## src/rtl/demux_pkg.sv

```systemverilog
// rtl/demux_pkg.sv - shared constants for the 1-to-4 registered demultiplexer
package demux_pkg;

    localparam int DEFAULT_WIDTH = 2;

    localparam logic [1:0] SEL_W = 2'b00;
    localparam logic [1:0] SEL_X = 2'b01;
    localparam logic [1:0] SEL_Y = 2'b10;
    localparam logic [1:0] SEL_Z = 2'b11;

endpackage

```

## src/rtl/demux_decode_2to4.sv

```systemverilog
// rtl/demux_decode_2to4.sv - SEL/en to one-hot destination enable, all zero when disabled
module demux_decode_2to4
    import demux_pkg::*;
(
    input  logic       i_en,
    input  logic [1:0] i_sel,
    output logic [3:0] o_onehot
);

    always_comb begin
        o_onehot = 4'b0000;
        if (i_en) begin
            case (i_sel)
                SEL_W:   o_onehot = 4'b0001;
                SEL_X:   o_onehot = 4'b0010;
                SEL_Y:   o_onehot = 4'b0100;
                SEL_Z:   o_onehot = 4'b1000;
                default: o_onehot = 4'b0000;
            endcase
        end
    end

endmodule

```

## src/rtl/demultiplexer.sv

```systemverilog
// rtl/demultiplexer.sv - routes A to one of four registered outputs selected by SEL
module demultiplexer
    import demux_pkg::*;
#(
    parameter int WIDTH = DEFAULT_WIDTH
) (
    input  logic             clk,
    input  logic             rst,
    input  logic             en,
    input  logic [WIDTH-1:0] A,
    input  logic [1:0]       SEL,
    output logic [WIDTH-1:0] W,
    output logic [WIDTH-1:0] X,
    output logic [WIDTH-1:0] Y,
    output logic [WIDTH-1:0] Z,
    output logic [3:0]       valid,
    output logic [1:0]       sel_q
);

    logic [3:0]       w_onehot;
    logic [WIDTH-1:0] r_w;
    logic [WIDTH-1:0] r_x;
    logic [WIDTH-1:0] r_y;
    logic [WIDTH-1:0] r_z;
    logic [3:0]       r_valid;
    logic [1:0]       r_sel_q;

    demux_decode_2to4 u_decode (
        .i_en     (en),
        .i_sel    (SEL),
        .o_onehot (w_onehot)
    );

    // Unselected destinations are cleared every edge so only valid separates zero data from idle.
    always_ff @(posedge clk or posedge rst) begin
        if (rst) begin
            r_w     <= '0;
            r_x     <= '0;
            r_y     <= '0;
            r_z     <= '0;
            r_valid <= '0;
            r_sel_q <= '0;
        end else begin
            r_w     <= w_onehot[0] ? A : '0;
            r_x     <= w_onehot[1] ? A : '0;
            r_y     <= w_onehot[2] ? A : '0;
            r_z     <= w_onehot[3] ? A : '0;
            r_valid <= w_onehot;
            if (en) begin
                r_sel_q <= SEL;
            end
        end
    end

    assign W     = r_w;
    assign X     = r_x;
    assign Y     = r_y;
    assign Z     = r_z;
    assign valid = r_valid;
    assign sel_q = r_sel_q;

endmodule

```

## config.mk

```make
export PLATFORM = sky130hd
export DESIGN_NAME = demultiplexer
export DESIGN_NICKNAME = d
export VERILOG_FILES = /design/src/rtl/demux_pkg.sv /design/src/rtl/demux_decode_2to4.sv /design/src/rtl/demultiplexer.sv
export SDC_FILE = /design/constraint.sdc
export NUM_CORES = 1
export LEC_CHECK = 0
export BUFFER_PORTS_ARGS = -buffer_cell sky130_fd_sc_hd__buf_4
export CORE_AREA = 5 5 42 44
export CTS_CLUSTER_DIAMETER = 100
export CTS_CLUSTER_SIZE = 25
export DETAILED_ROUTE_END_ITERATION = 6
export DIE_AREA = 0 0 47 49
export MAX_ROUTING_LAYER = met4
export PLACE_DENSITY = 0.66
export SLEW_MARGIN = 10
export SYNTH_ARGS = -nofsm -noshare
export SYNTH_HDL_FRONTEND = slang
export SYNTH_SLANG_ARGS = --single-unit
export TNS_END_PERCENT = 1
```

## constraint.sdc

```tcl
create_clock -name clk -period 1.3 [get_ports clk]
set_clock_uncertainty 0.2 [all_clocks]
set_input_delay 0.13 -clock clk [delete_from_list [all_inputs] [get_ports clk]]
set_output_delay 0.13 -clock clk [all_outputs]
set_load 0.005 [all_outputs]
```

# Word level (Yosys, flattened, before mapping)
# Index checks and enable logic that the tools add are counted.
[op_classes] muxes=6 n_eq_ne=3 n_reduce_logical=1
[ops] operator="one-hot mux 4 bit (4 select lines)" n=1
[ops] operator="2-to-1 mux 2 bit" n=4
[ops] operator="equality test 2 bit, second input constant" n=2
[ops] operator="2-to-1 mux 4 bit" n=1
[ops] operator="equality test 2 x 1 -> 1 bit, second input constant" n=1
[ops] operator="logical NOT 2 bit" n=1
[word_totals] out_inout_bits=14 wordCells=16 ff_bits=14 inputBits=7

# Logic depth before layout (Yosys ltp)
# Gate-level depths: netlist (run 1).
[depth] depth_word=4 mapped_depth=2 mapped_depth_nobuf=1

# Hierarchy
# Synthesis (run 1) repeated with hierarchy kept, for this count alone.
[hier_totals] cells_unflattened=29 area_unflattened_um2=471.7
[modules_own_cells] mod="demultiplexer" n_inst=1 area_per_inst_um2=434.2 cells_per_inst=25 seq_area_each_um2=350.3
[modules_own_cells] mod="demux_decode_2to4" n_inst=1 area_per_inst_um2=37.5 cells_per_inst=4 seq_area_each_um2=0.0

# Least setup slack after synthesis (run 1)
# No wires, ideal clock.
[synth_timing] path_type="reg-to-reg" from="reg sel_q[0] (netlist name)" to="reg r_sel_q[0] (netlist: sel_q[0])" path_stages_with_launch=2 arrival_ps=612 setup_time_ps=125 synth_period_minus_slack_ps=937 setup_slack_ps=363 required_ps=975 n_path_buf=0 path_cell_list="dfrtp_1 -> mux2_2"
[synth_rtl] item="end signal, assigned" line_no="demultiplexer.sv:42" text="r_sel_q <= '0;"
[synth_rtl] item="end signal, assigned" line_no="demultiplexer.sv:50" text="r_sel_q <= SEL;"
[synth_rtl] item="end, declared" line_no="demultiplexer.sv:26" text="logic [1:0] r_sel_q;"

# Worst setup path after layout (run 1)
[layout_timing] from="in en" to="reg r_sel_q[0] (netlist: sel_q[0])"
[layout_rtl] item="start, declared" line_no="demultiplexer.sv:9" text="input logic en,"
# No word-level cell between the ends.

==> reports/qor_table.md, run 1 <==
| Stage | Item | Value |
|---|---|---|
| worst setup path | Ordered cell list for the critical path | dlygate4sd3_1 -> buf_4 -> mux2_2 |
| place | Placed standard-cell area | 666 um^2 |
| drt | Per-cell via count in the routed design | 4.68 |
| yosys | Mapped cell area | 510 um^2 |
| clock network | Post-CTS Resized | 0 |
| worst setup path | FF-to-FF setup slack | 0.35 ns |
| grt | GR Layer Usage met3 | 3.32% |
| worst setup path | Last element of the critical path | sel_q[0] |
| worst setup path | Max stage delay on crit path | 0.53 ns |
| clock network | Root buffer cell | clkbuf_4 |
| grt | Vias in the first global route | 327 |
| sta | Sum Neg Setup Slack | 0 ns |
| final layout | Final Instance Area | 748 um^2 |
| yosys | Synth Area per Inst | 16.0 um^2 |
| drt | Detail Route Antenna Nets | 0 |
| final layout | Sequential cell area | 350 um^2 |
| final layout | Area Overhead vs Synth | 46.6% |
| power | Design internal power | 0.618 mW |
| power | Worst ir drop on vdd | 0.724 mV |
| drt | Drt wl/cell | 12.6 um |
| place | Placer Congestion | 0.624 |
| worst setup path | Library cell contributing the largest single delay on the critical path | dlygate4sd3_1 |
| sta | Final Max Tran Viols | 0 |
| sta | RSZ-0062 raised after global routing | false |
| grt | Initial antenna violation count | 0 |
| clock network | CTS clk-pin slew, worst paths | 0.07 ns |
| outcome | Run status | completed |
| clock network | Maximum clock insertion buffer count | 2 |
| job | Maximum Capacitance Violations | 0 |
| drt | Aggregate routed wire length | 932 um |
| sta | Slew Limit Headroom | 66.3% |
| final layout | Antenna diode count | 0 |
| worst setup path | Critical path data required time | 1.26 ns |
| drt | Number of remaining DRC errors | 0 |
| sta | Final setup violating endpoints | 0 |
| worst setup path | Worst setup path class | primary input to register |
| power | Share of total power in sequential cells | 58.5% |
| sta | Minimum setup slack in the final design | 0.0866 ns |
| yosys | Number of nets produced by synthesis | 39 |
| power | Net switching power of the design | 0.164 mW |
| yosys | Synth unique cells | 11 |
| sta | Min Tclk post-route | 1.21 ns |
| worst setup path | CP arrival | 1.17 ns |
| die | Number of top-level pins | 21 |
| grt | Overall fraction of global-route tracks in use | 8.96% |
| final layout | Commonest cells after routing, fill and taps aside | buf_4 (20), dfrtp_1 (14), dlygate4sd3_1 (6) |
| sta | Top achievable clock speed | 824 MHz |
| die | Starting Density | 36.4% |
| sta | Worst-case hold slack | 0.254 ns |
| worst setup path | R2r startpoint | sel_q[0] |
| drt | Detailed-router iteration count before antenna repair | 1 |
| clock network | CTS Sinks | 14 |
| final layout | Layout cells sized above 1 | 44.8% |
| die | Number of cell rows | 14 |
| power | Switch share | 21.0% |
| yosys | Ys Warns | 0 |
| worst hold path | Path category of the worst min-delay check | primary input to async pin |
| grt | Routing usage on met1 | 9.98% |
| worst setup path | Critical Path Fanout Max | 14 |
| die | Die Outline Area | 2300 um^2 |
| final layout | Area taken by multi-input logic gates | 141 um^2 |
| place | Number of I/O port buffers | 20 |
| die | Width of the die | 47 um |
| grt | Met2 usage in global routing | 13.8% |
| yosys | Number of synthesized register bits | 14 |
| final layout | Final-layout fill cell count | 130 |
| power | Pleak | 0.409 nW |
| final layout | Commonest non-fill, non-tap cell in the layout | buf_4 |
| sta | Final period utilization | 93.3% |
| grt | Global-route wire length before repair | 1.44 mm |
| worst setup path | Critical path startpoint | en |
| worst setup path | Number of cells on the worst reg-to-reg path | 1 |
| clock network | Post-CTS Repair Setup Buffers | 0 |
| clock network | Clock latency at the later pin of the worst-skew pair | 0.26 ns |
| grt | Largest net degree at the start of global routing | 15 |
| yosys | Number of instances in the synthesized netlist | 32 |
| die | Die Height | 49 um |
| clock network | CTS tree | built |
| yosys | Share of synthesized area occupied by flip-flops and latches | 68.6% |
| worst setup path | End of the worst register-to-register path | sel_q[0] |
| worst setup path | Launching element type of the critical path | primary input |
| grt | Grt peak-use layer | met2 |
| final layout | Total Nets Final | 67 |
| clock network | Count of H-tree levels built during CTS | 1 |
| power | Pwr dens | 1050 nW/um^2 |
| drt | Vias post-DR | 346 |
| worst setup path | Type of element capturing the critical path | register |
| drt | Initial DRC Count | 0 |
| clock network | Number of buffers created by CTS | 3 |
| place | Worst-case setup slack after placement | 0.363 ns |
| sta | Slew at the pin with the worst max-slew slack | 0.504 ns |
| sta | Number of failing hold endpoints at the final stage | 0 |
| power | Power share of the combinational group | 12.6% |
| power | Part of the total power dissipated in the clock network | 28.9% |
| grt | Overflow after GRT | 0 |
| die | Core region area | 1400 um^2 |
-- cells in the mapped netlist (all sizes together) --
master	instances	area [um^2]
dfrtp	14	350
and4b	4	40.0
and3b	2	17.5
and4	2	17.5
and4bb	2	25.0
buf	2	10.0
mux2	2	22.5
and3	1	6.26
clkbuf	1	5.00
inv	1	3.75
nor3b	1	12.5
-- per-layer routing --
| layer | share of wire, % | vias to the layer above |
|---|---|---|
| met2 | 48 | 15 |
| met5 | 0 | - |
| met4 | 0 | 0 |
| met1 | 42 | 163 |
| li1 | - | 168 |
| met3 | 10 | 0 |
-- registers in the layout, summed over array words and instances (netlist names) --
signal / count
valid: 4
W: 2
X: 2
Y: 2
Z: 2
sel_q: 2
-- area by class of cell --
type | instances | share of cell area [%]
Multi-Input combinational cell | 14 | 18.9
Inverter | 1 | 0.502
Timing Repair Buffer | 26 | 28.1
Clock buffer | 3 | 3.01
Sequential cell | 14 | 46.8
Tap cell | 16 | 2.68
-- how the worst min path moves through the flow --
| stage | endpoint | depth (start not counted) |
|---|---|---|
| final | W[1] | 3 |
| after global routing | valid[3] | 3 |
| after CTS | valid[3] | 3 |
| after detailed placement | valid[3] | 2 |
| after global placement | valid[3] | 2 |
| after floorplan | W[0] | 1 |
-- worst max-delay path: cells and delay by family --
family | cells | cell delay [ns]
buffers and inverters | 2 | 0.70
muxes | 1 | 0.34
-- through the flow --
step	instances	total power, mW	utilization (%)
6_report	74	0.783	53.4
5_1_grt	74	0.826	53.4
4_1_cts	74	0.796	53.4
3_5_place_dp	65	0.552	47.5
3_3_place_gp	65	0.550	47.5
2_1_floorplan	32	0.504	-
-- what timing repair did --
action / in CTS / in global routing
endpoints found under the hold margin: 28 / 0
hold buffers: 6 / 0
setup endpoints to repair: 0 / 0
-- power by group through the flow --
stage,clock (mW),sequential (mW),combinational [mW]
finish,0.226,0.458,0.0986
global placement,0,0.467,0.0838
detailed placement,0,0.467,0.0855
floorplan,0,0.469,0.0348
global route,0.257,0.460,0.110
CTS,0.238,0.458,0.0997
-- kinds of logic (layout without fill, tap and decap cells) --
kind of cell	after synthesis	after routing	share of synthesized area, %
flip-flops	14	14	68.6
AND/OR/NAND/NOR	12	12	23.3
buffers and inverters	4	30	3.67
multiplexers	2	2	4.41
No activity file was read; power rests on OpenSTA's default activity.
==> run 2: changes to the inputs <==
--- a/config.mk
+++ b/config.mk
@@ -5,6 +5,7 @@
 export SDC_FILE = /design/constraint.sdc
 export NUM_CORES = 1
 export LEC_CHECK = 0
+export ABC_AREA = 1
 export BUFFER_PORTS_ARGS = -buffer_cell sky130_fd_sc_hd__buf_4
 export CORE_AREA = 5 5 42 44
 export CTS_CLUSTER_DIAMETER = 100
@@ -12,7 +13,6 @@
 export DETAILED_ROUTE_END_ITERATION = 6
 export DIE_AREA = 0 0 47 49
 export MAX_ROUTING_LAYER = met4
-export PLACE_DENSITY = 0.66
 export SLEW_MARGIN = 10
 export SYNTH_ARGS = -nofsm -noshare
 export SYNTH_HDL_FRONTEND = slang
==> run 2 against run 1 <==
  * Worst setup slack gained 0.090 ns
  * Flip-flop and latch count is the same
  * Largest power group unchanged
  * Total power increased by 7.8%
  * Cell count up 19%
  * Utilization fell by 1.4 points
  * Critical path depth down 2
  * Sequential power is essentially flat
  * First-iteration DRC count rose by 2
  * Highest routed layer is now met4
==> reports/qor_table.md, run 2 <==
| Stage | Item | Value |
|---|---|---|
| outcome | Run status | completed |
| job | Maximum Capacitance Violations | 0 |
| yosys | Library cell with the highest instance count after synthesis | dfrtp_1 |
| yosys | Synth Area per Inst | 11.0 um^2 |
| sta | Number of failing hold endpoints at the final stage | 0 |
| worst setup path | Critical path data required time | 0.97 ns |
| die | Starting Density | 32.9% |
| die | Core region area | 1400 um^2 |
| sta | Slew Limit Headroom | 66.3% |
| power | Pwr dens | 1160 nW/um^2 |
| die | Width of the die | 47 um |
| clock network | Number of buffers created by CTS | 3 |
| die | Die Height | 49 um |
| yosys | Number of enable-type register cells in the synthesized netlist | 0 |
| drt | Vias post-DR | 345 |
| grt | Met2 usage in global routing | 11.8% |
| worst hold path | Path category of the worst min-delay check | primary input to async pin |
| sta | Sum Neg Setup Slack | 0 ns |
| power | Worst ir drop on vdd | 0.614 mV |
| grt | GR Layer Usage met3 | 3.32% |
| sta | Final setup violating endpoints | 0 |
| grt | Overflow after GRT | 0 |
| final layout | Commonest cells after routing, fill and taps aside | buf_4 (20), dfrtp_1 (14), inv_1 (11) |
| final layout | Layout cells sized above 1 | 33.3% |
| yosys | Number of synthesized register bits | 14 |
| sta | Top achievable clock speed | 890 MHz |
| clock network | Maximum clock insertion buffer count | 2 |
| sta | Slew at the pin with the worst max-slew slack | 0.504 ns |
| grt | Grt peak-use layer | met2 |
| grt | Overall fraction of global-route tracks in use | 8.82% |
| yosys | Synth unique cells | 6 |
| worst setup path | CP arrival | 0.79 ns |
| sta | Final period utilization | 86.4% |
| drt | Initial DRC Count | 2 |
| grt | Initial antenna violation count | 0 |
| clock network | Clock latency at the later pin of the worst-skew pair | 0.26 ns |
| worst setup path | Combined buffer and inverter count along the critical path | 1 |
| drt | Drt wl/cell | 9.83 um |
| final layout | Antenna diode count | 0 |
| final layout | Total Nets Final | 80 |
| power | Net switching power of the design | 0.172 mW |
| clock network | CTS clk-pin slew, worst paths | 0.08 ns |
| worst setup path | Crit-path leading delay family | flip-flops |
| grt | Routing usage on met1 | 10.9% |
| worst setup path | Critical Path Fanout Max | 2 |
| grt | Largest net degree at the start of global routing | 15 |
| clock network | CTS tree | built |
| yosys | Cell type with the largest total area after synthesis | dfrtp_1 |
| clock network | CTS Sinks | 14 |
| drt | Aggregate routed wire length | 865 um |
| yosys | Synth async-reset ratio | 100% |
| power | Pleak | 0.440 nW |
| grt | Vias in the first global route | 341 |
| yosys | Number of instances in the synthesized netlist | 42 |
| die | Number of top-level pins | 21 |
| yosys | Yosys top cell area share | 75.9% |
| sta | Min Tclk post-route | 1.12 ns |
| drt | Detailed-router iteration count before antenna repair | 4 |
| yosys | Top post-synthesis cells by area | dfrtp_1 (76%), inv_1 (8.9%), nor2_1 (7.3%) |
| worst setup path | Type of element capturing the critical path | output pin |
| power | PnR Total Power | 0.844 mW |
| yosys | Most common flop cell mapped by yosys | dfrtp_1 |
| yosys | Mapped cell area | 462 um^2 |
| die | Die Outline Area | 2300 um^2 |
| yosys | Ys Warns | 0 |
| final layout | Commonest non-fill, non-tap cell in the layout | buf_4 |
| yosys | Share of synthesized area occupied by flip-flops and latches | 75.9% |
| drt | Detail Route Antenna Nets | 0 |
| sta | Minimum setup slack in the final design | 0.177 ns |
| sta | RSZ-0062 raised after global routing | false |
| final layout | Final-layout fill cell count | 142 |
| final layout | Number of flip-flops in the largest register | 4 |
| final layout | Area Overhead vs Synth | 57.7% |
| sta | Final Max Tran Viols | 0 |
| yosys | Most frequent cells after synthesis | dfrtp_1 (14), inv_1 (11), nor2_1 (9), nand2_1 (3), nand3_1 (3) |
| yosys | Number of nets produced by synthesis | 49 |
| worst setup path | Max stage delay on crit path | 0.39 ns |
| drt | Per-cell via count in the routed design | 3.92 |
| worst setup path | Library cell contributing the largest single delay on the critical path | dfrtp_1 |
| power | Design internal power | 0.671 mW |
| worst setup path | Ordered cell list for the critical path | buf_4 |
| place | Placed wire-length estimate after detailed placement | 634 um |
| power | Switch share | 20.4% |
| worst setup path | Worst setup path class | register to output pin |
| place | Worst-case setup slack after placement | 0.476 ns |
| grt | Global-route wire length before repair | 1.39 mm |
| place | Placer Congestion | 0.706 |
| drt | Number of remaining DRC errors | 0 |
| worst setup path | Launching element type of the critical path | register |
| die | Number of cell rows | 14 |
| power | Part of the total power dissipated in the clock network | 35.1% |
| clock network | Post-CTS Repair Setup Buffers | 0 |
| clock network | Root buffer cell | clkbuf_4 |
| power | Share of total power in sequential cells | 54.2% |
| power | Power share of the combinational group | 10.7% |
| clock network | Count of H-tree levels built during CTS | 1 |
| place | Number of I/O port buffers | 20 |
-- run 2: cell types whose count changed after synthesis, moves of 2 or more --
cell      delta
and4bb_1     -2
nand3_1      +3
and4_1       -2
and3b_1      -2
inv_1       +10
nor2_1       +9
nand2_1      +3
o21ai_0      +2
mux2_2       -2
and4b_1      -4
buf_2        -2
-- run 2: final cells by class --
type                    instances  area (um^2)  area share [%]
flip-flops and latches         14          350            48.1
repair buffers                 26          210            28.9
multi-input cells              17         70.1            9.62
inverters                      11         41.3            5.67
clock buffers                   4         36.3            4.98
well taps                      16         20.0            2.75
-- run 2: layer usage --
| metal | part of all wire [%] | wire length [um] |
|---|---|---|
| met5 | 0 | 0 |
| met4 | 1.0 | 9 |
| met3 | 12 | 100 |
| met2 | 46 | 396 |
| met1 | 41 | 358 |
-- run 2: path summary, 6_finish.rpt --
path | startpoint | to | slack, ns | depth (start not counted)
setup reg to reg | sel_q[1] | sel_q[1] | 0.48 | 2
setup / recovery | sel_q[0] | sel_q[0] | 0.18 | 1
max in group asynchronous | rst | X[1] | 0.32 | 3
hold reg to reg | sel_q[0] | sel_q[0] | 0.34 | 2
min in group clk | sel_q[0] | sel_q[0] | 0.34 | 2
hold / removal | rst | X[0] | 0.24 | 3
-- run 2: worst register-to-register path, stage by stage, from the launching register on --
cell	delay [ns]
dfrtp_1	0.35
inv_1	0.04
o21ai_0	0.15
-- run 2: kinds of logic after synthesis --
family	synth area share, %
compound gates	2.17
flops	75.9
buf+inv	8.94
simple gates	13.0
-- run 2: timing repair --
| item | 4_1_cts | 5_1_grt |
|---|---|---|
| resized for setup | 0 | 0 |
| endpoints found under the hold margin | 28 | 0 |
| hold buffers | 6 | 0 |
-- run 2: power groups by stage --
stage	clock network (mW)	logic [mW]	registers (mW)
global placement	0	0.0763	0.466
global route	0.331	0.101	0.460
floorplan	0	0.0239	0.468
detailed placement	0	0.0775	0.466
finish	0.296	0.0901	0.457
CTS	0.311	0.0916	0.458
-- run 2: stage by stage --
| stage | hold WS, ns | instance area, um^2 | std cells | utilization (%) |
|---|---|---|---|---|
| floorplan | -0.181 | 462 | 42 | - |
| global placement | -0.0144 | 632 | 78 | 45.1 |
| detailed placement | -0.000713 | 632 | 78 | 45.1 |
| CTS | 0.257 | 728 | 88 | 52.0 |
| global route | 0.287 | 728 | 88 | 52.0 |
| finish | 0.245 | 728 | 88 | 52.0 |
